## src/rtl/des_pkg.sv

```systemverilog
// Shared DES P-box definitions: the P table, forward and inverse
// permutation functions and the per-transaction mode encoding.
// Words are indexed [32:1] so that DES bit n sits at index n.
package des_pkg;

    localparam int unsigned DATA_W = 32;
    // Index width covering 1..32 for the [32:1] ranges below.
    localparam int unsigned IDX_W  = 6;

    // DES P: output bit i takes input bit P_TABLE[i].
    localparam int unsigned P_TABLE [1:32] = '{
        16,  7, 20, 21, 29, 12, 28, 17,
         1, 15, 23, 26,  5, 18, 31, 10,
         2,  8, 24, 14, 32, 27,  3,  9,
        19, 13, 30,  6, 22, 11,  4, 25
    };

    typedef enum logic {
        P_FWD = 1'b0,
        P_INV = 1'b1
    } p_mode_e;

    // Forward P: out[i] = in[P[i]].
    function automatic logic [DATA_W:1] p_fwd(input logic [DATA_W:1] d);
        logic [DATA_W:1] r;
        r = '0;
        for (int i = 1; i <= 32; i++) begin
            r[IDX_W'(i)] = d[IDX_W'(P_TABLE[IDX_W'(i)])];
        end
        return r;
    endfunction

    // Inverse P: out[P[i]] = in[i].
    function automatic logic [DATA_W:1] p_inv(input logic [DATA_W:1] d);
        logic [DATA_W:1] r;
        r = '0;
        for (int i = 1; i <= 32; i++) begin
            r[IDX_W'(P_TABLE[IDX_W'(i)])] = d[IDX_W'(i)];
        end
        return r;
    endfunction

    // Mode-selected permutation as applied in front of the first stage.
    function automatic logic [DATA_W:1] p_apply(input p_mode_e mode,
                                                 input logic [DATA_W:1] d);
        return (mode == P_INV) ? p_inv(d) : p_fwd(d);
    endfunction

endpackage

```

## src/rtl/des_pipe_stage.sv

```systemverilog
// One valid/ready register slice carrying a 32-bit word, its tag and,
// when DES_P_PIPE_PARITY_EN is defined, the word's even-parity bit.
// The slice accepts whenever it is empty or its word is leaving, so a
// chain of slices never inserts bubbles and empty slices always fill.
module des_pipe_stage
    import des_pkg::*;
#(
    parameter int unsigned TAG_W = 4
)
(
    input  logic              clk,
    input  logic              rst,
    input  logic              flush,
    input  logic              up_valid,
    output logic              up_ready_c,
    input  logic [DATA_W:1]   up_data,
    input  logic [TAG_W-1:0]  up_tag,
    output logic              dn_valid,
    input  logic              dn_ready,
    output logic [DATA_W:1]   dn_data,
    output logic [TAG_W-1:0]  dn_tag
`ifdef DES_P_PIPE_PARITY_EN
    ,
    input  logic              up_par,
    output logic              dn_par
`endif
);

    // Slice can take a new word when empty or when its current word drains.
    assign up_ready_c = !dn_valid || dn_ready;

    // Valid/payload register; flush drops valid only, payload is kept.
    always_ff @(posedge clk) begin
        if (rst) begin
            dn_valid <= 1'b0;
            dn_data  <= '0;
            dn_tag   <= '0;
`ifdef DES_P_PIPE_PARITY_EN
            dn_par   <= 1'b0;
`endif
        end else if (flush) begin
            dn_valid <= 1'b0;
        end else if (up_ready_c) begin
            dn_valid <= up_valid;
            if (up_valid) begin
                dn_data <= up_data;
                dn_tag  <= up_tag;
`ifdef DES_P_PIPE_PARITY_EN
                dn_par  <= up_par;
`endif
            end
        end
    end

endmodule

```

## src/rtl/des_p_pipe.sv

```systemverilog
// Pipelined DES P-box: applies P or P^-1 (chosen per word by in_mode)
// combinationally in front of a STAGES-deep valid/ready pipeline that
// carries the permuted word and an opaque tag with full backpressure.
// Optional feature macro: DES_P_PIPE_PARITY_EN adds in_par/out_par_err
// and carries an even-parity bit through every stage.
module des_p_pipe
    import des_pkg::*;
#(
    parameter int unsigned STAGES = 2,
    parameter int unsigned TAG_W  = 4
)
(
    input  logic              clk,
    input  logic              rst,
    input  logic              flush,
    input  logic              in_valid,
    output logic              in_ready,
    input  logic              in_mode,
    input  logic [DATA_W:1]   in_data,
    input  logic [TAG_W-1:0]  in_tag,
    output logic              out_valid,
    input  logic              out_ready,
    output logic [DATA_W:1]   out_data,
    output logic [TAG_W-1:0]  out_tag,
    output logic              busy
`ifdef DES_P_PIPE_PARITY_EN
    ,
    input  logic              in_par,
    output logic              out_par_err
`endif
);

    logic [DATA_W:1] perm_c;
    logic [STAGES:1] stage_valid;

    // Permutation ahead of stage 1; mode only matters on a transfer cycle.
    always_comb begin
        perm_c = p_apply(p_mode_e'(in_mode), in_data);
    end

    // Stage chain: stage k is fed by stage k-1 and backpressured by k+1.
    for (genvar k = 1; k <= STAGES; k++) begin : g_stage
        logic              up_valid;
        logic              up_ready_c;
        logic [DATA_W:1]   up_data;
        logic [TAG_W-1:0]  up_tag;
        logic              dn_valid;
        logic              dn_ready;
        logic [DATA_W:1]   dn_data;
        logic [TAG_W-1:0]  dn_tag;
`ifdef DES_P_PIPE_PARITY_EN
        logic              up_par;
        logic              dn_par;
`endif

        if (k == 1) begin : g_src
            assign up_valid = in_valid;
            assign up_data  = perm_c;
            assign up_tag   = in_tag;
`ifdef DES_P_PIPE_PARITY_EN
            // A permutation only reorders bits, so input parity still holds.
            assign up_par   = in_par;
`endif
        end else begin : g_link
            assign up_valid = g_stage[k-1].dn_valid;
            assign up_data  = g_stage[k-1].dn_data;
            assign up_tag   = g_stage[k-1].dn_tag;
`ifdef DES_P_PIPE_PARITY_EN
            assign up_par   = g_stage[k-1].dn_par;
`endif
        end

        if (k == STAGES) begin : g_sink
            assign dn_ready = out_ready;
        end else begin : g_fwd
            assign dn_ready = g_stage[k+1].up_ready_c;
        end

        des_pipe_stage #(
            .TAG_W (TAG_W)
        ) u_stage (
            .clk        (clk),
            .rst        (rst),
            .flush      (flush),
            .up_valid   (up_valid),
            .up_ready_c (up_ready_c),
            .up_data    (up_data),
            .up_tag     (up_tag),
            .dn_valid   (dn_valid),
            .dn_ready   (dn_ready),
            .dn_data    (dn_data),
            .dn_tag     (dn_tag)
`ifdef DES_P_PIPE_PARITY_EN
            ,
            .up_par     (up_par),
            .dn_par     (dn_par)
`endif
        );

        assign stage_valid[k] = dn_valid;
    end

    // Flush blocks acceptance so nothing enters while the pipe is cleared.
    assign in_ready = g_stage[1].up_ready_c && !flush;

    // Last stage drives the output handshake.
    assign out_valid = g_stage[STAGES].dn_valid;
    assign out_data  = g_stage[STAGES].dn_data;
    assign out_tag   = g_stage[STAGES].dn_tag;

    // Any occupied stage means work in flight.
    assign busy = |stage_valid;

`ifdef DES_P_PIPE_PARITY_EN
    // Recompute parity of the presented word and compare with the carried bit.
    assign out_par_err = out_valid && ((^out_data) != g_stage[STAGES].dn_par);
`endif

endmodule
```

## config.mk

```make
export PLATFORM = sky130hd
export DESIGN_NAME = des_p_pipe
export DESIGN_NICKNAME = d
export VERILOG_FILES = /design/src/rtl/des_pkg.sv /design/src/rtl/des_pipe_stage.sv /design/src/rtl/des_p_pipe.sv
export SDC_FILE = /design/constraint.sdc
export NUM_CORES = 1
export LEC_CHECK = 0
export CORE_MARGIN = 2
export CORE_UTILIZATION = 53
export CTS_CLUSTER_SIZE = 20
export DETAILED_ROUTE_END_ITERATION = 12
export GPL_ROUTABILITY_DRIVEN = 0
export HOLD_SLACK_MARGIN = 0.15
export PLACE_DENSITY = 0.94
export SETUP_SLACK_MARGIN = 0.15
export SLEW_MARGIN = 10
export SYNTH_ARGS = -nofsm -noshare
export SYNTH_HDL_FRONTEND = slang
export SYNTH_SLANG_ARGS = --single-unit
```

## constraint.sdc

```tcl
create_clock -name clk -period 4.48 [get_ports clk]
set_clock_uncertainty 0.2 [all_clocks]
set_input_delay 1.12 -clock clk [delete_from_list [all_inputs] [get_ports clk]]
set_output_delay 1.12 -clock clk [all_outputs]
set_load 0.01 [all_outputs]
```

==> flow_metrics.tcl, run 1 <==
set metrics [dict create \
    hold_viol_final 0 \
    synth_nets 384 \
    die_y_um 82.3 \
    place_ws_ns 0.662 \
    cts-root-buf "clkbuf_8" \
    io_buffers 80 \
    critPathTopFamily "buffers and inverters" \
    placement_rows 28 \
    required_ns 3.16 \
    mostFrequentLayoutCells "clkdlybuf4s50_1 (78), dfxtp_1 (74), a21oi_1 (68)" \
    final_common_cell "clkdlybuf4s50_1" \
    clk_pin_slew_worst_paths_ns 0.08 \
    switching_share_pct 24.9 \
    dp_hpwl_um 5300 \
    cts.path.max_buffers 2 \
    antenna_found_initial 0 \
    leakagePower_nw 1.44 \
    pwr-share-clk_pct 34.5 \
    cap_viol_max_count 0 \
    crit_cells 4 \
    drtPass1Iterations 4 \
    min_period_over_period_pct 85.4 \
    grt_overflow 0 \
    antenna_cells 0 \
    drive_gt1_share_pct 14.2 \
    drtIter0Drc 372 \
    reg2reg_slack_ns 2.29 \
    coreArea_mm2 0.00592 \
    drc 0 \
    utilization_pct 70.7 \
    finalCriticalPeriod_ns 3.82 \
    wire_per_inst_um 17.4 \
    grt_max_degree 54 \
    fillerInstances 457 \
    setup-tns-final_ns 0 \
    fmax_mhz 261 \
    ys_seq_area_share_pct 45.6 \
    dr_total_vias 2882 \
    cts_tree "done" \
    synth_area_leaders "dfxtp_1 (46%), a211oi_2 (11%), mux2i_1 (11%)" \
    yosys.area.top_type "dfxtp_1" \
    switchingPower_w 0.000329 \
    slew_viol_final 0 \
    path_buf_inv 2 \
    start_util_pct 54.9 \
    criticalPathCategory "primary input to output pin" \
    end_kind "output pin" \
    critPathMaxFanout 3 \
    grt_pass1_wl_um 13400 \
    post-cts-setup-buffers 0 \
    syn_area_mm2 0.00325 \
    viasPerCell 5.97 \
    die_x_um 82.3 \
    route.antenna.remaining_nets 0 \
    setup_ws_ns 0.655 \
    regArea_mm2 0.00148 \
    nets 446 \
    syn_inst 342 \
    dieArea_mm2 0.00677 \
    seqPwrFrac_pct 52.8 \
    yosysUniqueCellTypes 22 \
    synth-warning-count 0 \
    cp_slowest_cell "clkdlybuf4s50_1" \
    synth_top_area_share_pct 45.6 \
    cts_max_level 3 \
    min_path_type "flip-flop to flip-flop" \
    ctsResizeCount 0 \
    status "finished, final reports clean" \
    routed_wl_um 8390 \
    whs_path_depth 2 \
    ff2ff_path_depth 5 \
    slew_headroom_pct 18.7 \
    multiInputGateArea_mm2 0.00158 \
    setup_violations 0 \
    cts_hold_buf 0 \
    cp_common_cell "clkdlybuf4s50_1" \
    intPower_w 0.000990 \
    clk_latency_ns 0.35 \
    rsz0062_at_grt "no" \
    ios 81 \
    syn_to_final_growth_pct 28.9 \
    crit_chain "clkdlybuf4s50_1 > and2b_1 > a21oi_1 > clkdlybuf4s50_1" \
    p_comb_share_pct 12.7 \
    synth_seq_cells 74 \
    cts.sinks 74 \
    numCtsBuffers 9 \
    grt_pass1_vias 2807 \
    powerDensity_mw_per_mm2 315 \
    power_w 0.00132 \
    track_usage_pct 25.9 \
    irDropWorstVdd_mv 0.230 \
    critPathLaunchType "primary input" \
    worstPathArrival_ns 2.50 \
    syn_area_per_cell_um2 9.50 \
    worstMarginPinSlew_ns 1.22 \
    max_stage_delay_ns 0.55 \
]
## worst min-delay path: cells and delay by family, from the launching register on
kind	cells	cell delay, ns
simple gates	1	0.06
flops	1	0.31
compound gates	1	0.05
## power groups by stage
stage,clock network (W),logic (W),registers [W]
4_1_cts,0.000460,0.000168,0.000696
3_5_place_dp,0,0.000165,0.000710
2_1_floorplan,0,0.000102,0.000708
5_1_grt,0.000482,0.000181,0.000698
3_3_place_gp,0,0.000161,0.000709
6_report,0.000456,0.000168,0.000696
## flip-flops by register name, summed over array words and instances (netlist names)
register                  flops
g_stage.u_stage.dn_data      64
g_stage.u_stage.dn_tag        8
g_stage.u_stage.dn_valid      2
## metrics by stage
| stage | hold slack, ns | instances | cell area, um^2 |
|---|---|---|---|
| global placement | 0.254 | 468 | 4020 |
| detailed placement | 0.261 | 468 | 4020 |
| global route | 0.287 | 483 | 4190 |
| CTS | 0.271 | 483 | 4190 |
| floorplan | 0.242 | 342 | 3250 |
| finish | 0.271 | 483 | 4190 |
## worst paths after layout
path / from / end
max: out_ready / in_ready
min: g_stage[1].u_stage.dn_data[18] / g_stage[2].u_stage.dn_data[18]
max reg2reg: g_stage[1].u_stage.dn_valid / g_stage[1].u_stage.dn_tag[1]
min reg2reg: g_stage[1].u_stage.dn_data[18] / g_stage[2].u_stage.dn_data[18]
## cell usage after synthesis
library cell / n
a211oi_1: 1
a211oi_2: 29
a21oi_1: 68
and2_1: 1
and2b_1: 1
buf_1: 2
buf_2: 14
buf_6: 4
clkbuf_1: 17
clkbuf_2: 1
dfxtp_1: 74
mux2i_1: 35
nand2b_1: 12
nand3_1: 37
nand3b_1: 2
nor2_1: 1
nor2b_1: 2
nor3_1: 2
nor3b_1: 1
o21ai_0: 36
o21ai_1: 1
or2_2: 1
## cell type report
cell class,instances,share of cell area [%]
Clock buffer,12,3.71
Sequential cell,74,35.4
Timing Repair Buffer,89,20.5
Tap cell,75,2.24
Clock inverter,3,0.359
Multi-Input combinational cell,230,37.8
## kinds of logic after synthesis
logic type	count (synthesis)	share of synthesized area, %
mux	35	10.8
simple gates	60	10.1
compound gates	135	27.6
flops	74	45.6
buf+inv	38	5.89
## layer usage
| metal | global-route usage (%) | wire length (um) |
|---|---|---|
| met5 | 0 | 0 |
| met1 | 33.7 | 3510 |
| met2 | 40.4 | 4040 |
| met4 | 14.5 | 245 |
| met3 | 4.89 | 591 |
Note: power is estimated with default switching activity, not from simulation.
==> run 2, diff against run 1 <==
--- a/config.mk
+++ b/config.mk
@@ -5,7 +5,6 @@
 export SDC_FILE = /design/constraint.sdc
 export NUM_CORES = 1
 export LEC_CHECK = 0
-export CORE_MARGIN = 2
 export CORE_UTILIZATION = 53
 export CTS_CLUSTER_SIZE = 20
 export DETAILED_ROUTE_END_ITERATION = 12
==> run 2 against run 1 <==
Net effect: clock power increased by 16%; combinational power about the same; final cell count increased by 0.21%; total power increased by 5.8%; utilization increased by 0.80 points; die area decreased by 4.8%.
==> flow_metrics.tcl, run 2 (same netlist as run 1, synthesis figures left out) <==
set metrics [dict create \
    numCtsBuffers 9 \
    setup_violations 0 \
    slew_headroom_pct 38.7 \
    cts_max_level 3 \
    grt_pass1_wl_um 13200 \
    hold_start "g_stage[1].u_stage.dn_data[22]" \
    coreArea_mm2 0.00592 \
    grt_pass1_vias 2758 \
    whs_path_depth 2 \
    cts.path.max_buffers 2 \
    nets 446 \
    setup_ws_ns 0.676 \
    dieArea_mm2 0.00645 \
    grt_max_degree 49 \
    irDropWorstVdd_mv 0.252 \
    cts.sinks 74 \
    cts-root-buf "clkbuf_8" \
    routed_wl_um 8530 \
    setup-tns-final_ns 0 \
    dp_hpwl_um 5280 \
    drtPass1Iterations 5 \
    biggestRegsByFlops "g_stage.u_stage.dn_data (64), g_stage.u_stage.dn_tag (8), g_stage.u_stage.dn_valid (2)" \
    leakagePower_nw 1.45 \
    grt_overflow 0 \
    drtIter0Drc 320 \
    placement_rows 28 \
    rsz0062_at_grt "no" \
    cap_viol_max_count 0 \
    dr_total_vias 2954 \
    drive_gt1_share_pct 14.4 \
    min_period_over_period_pct 84.9 \
    worstMarginPinSlew_ns 0.919 \
    die_x_um 80.3 \
    worstReg2RegEnd "g_stage[2].u_stage.dn_data[23]" \
    mostFrequentLayoutCells "clkdlybuf4s50_1 (78), dfxtp_1 (74), a21oi_1 (68)" \
    largest_register_ffs 64 \
    slew_viol_final 0 \
    route.antenna.remaining_nets 0 \
    reg2reg_slack_ns 2.57 \
    syn_to_final_growth_pct 30.3 \
    final_common_cell "clkdlybuf4s50_1" \
    track_usage_pct 27.2 \
    critPathLaunchType "primary input" \
    clk_latency_ns 0.35 \
    power_w 0.00140 \
    min_path_type "flip-flop to flip-flop" \
    r2r_start "g_stage[2].u_stage.dn_valid" \
    criticalPathCategory "primary input to output pin" \
    critPathMaxFanout 3 \
    fmax_mhz 263 \
    largest-register "g_stage.u_stage.dn_data" \
    antenna_cells 0 \
    post-cts-setup-buffers 0 \
    cts_hold_buf 0 \
    end_kind "output pin" \
    hold_path_end "g_stage[2].u_stage.dn_data[22]" \
    required_ns 3.16 \
    ff2ff_path_depth 4 \
    hold_viol_final 0 \
    drc 0 \
    viasPerCell 6.10 \
    wire_per_inst_um 17.6 \
    powerDensity_mw_per_mm2 330 \
    status "finished, final reports clean" \
    ctsResizeCount 0 \
    antenna_found_initial 0 \
    io_buffers 80 \
    die_y_um 80.3 \
    start_util_pct 54.9 \
    cts_tree "done" \
    finalCriticalPeriod_ns 3.80 \
    worstPathArrival_ns 2.48 \
    ios 81 \
    clk_pin_slew_worst_paths_ns 0.08 \
    place_ws_ns 0.679 \
]
-- run 2: changes by cell type in the layout (fill, tap and decap cells not counted), sizes merged --
cell,before,now
bufinv,0,1
clkinv,3,1
clkinvlp,0,2
-- run 2: where the power goes --
part / internal (W) / total (W) / switching (W)
sequential: 0.000682 / 0.000696 / 0.0000138
clock: 0.000287 / 0.000531 / 0.000244
combinational: 0.0000837 / 0.000170 / 0.0000863
total: 0.00105 / 0.00140 / 0.000344
-- run 2: worst max-delay path, cell delays in order --
cell and delay [ns]:
clkdlybuf4s50_1 0.48, and2b_1 0.19, a21oi_1 0.14, clkdlybuf4s50_1 0.55
-- run 2: area by class of cell --
type,instances,area [um^2]
clock buffers,12,155
clock inverters,4,50.0
fillers,436,1690
multi-input cells,230,1580
flip-flops and latches,74,1480
well taps,75,93.8
repair buffers,89,871
-- run 2: through the flow --
stage	hold slack (ns)	instances	utilization, %	cell area, um^2
2_1_floorplan	0.242	342	-	3250
3_3_place_gp	0.253	468	68.0	4030
3_5_place_dp	0.257	468	68.0	4030
4_1_cts	0.271	484	71.5	4230
5_1_grt	0.290	484	71.5	4230
6_report	0.268	484	71.5	4230
-- run 2: worst max path at each step --
stage                     depth (start not counted)       end       from
after CTS                                         4  in_ready  out_ready
after floorplan                                   4  in_ready  out_ready
final                                             4  in_ready  out_ready
after global routing                              4  in_ready  out_ready
after detailed placement                          4  in_ready  out_ready
after global placement                            4  in_ready  out_ready
-- run 2: per-layer routing --
| layer | vias up | wire, um | track usage [%] | part of all wire (%) |
|---|---|---|---|---|
| li1 | 1367 | - | - | - |
| met2 | 142 | 4120 | 45.2 | 48 |
| met1 | 1420 | 3560 | 34.3 | 42 |
| met4 | 0 | 252 | 12.0 | 3.0 |
| met3 | 25 | 593 | 5.11 | 6.9 |
| met5 | - | 0 | 0 | 0 |
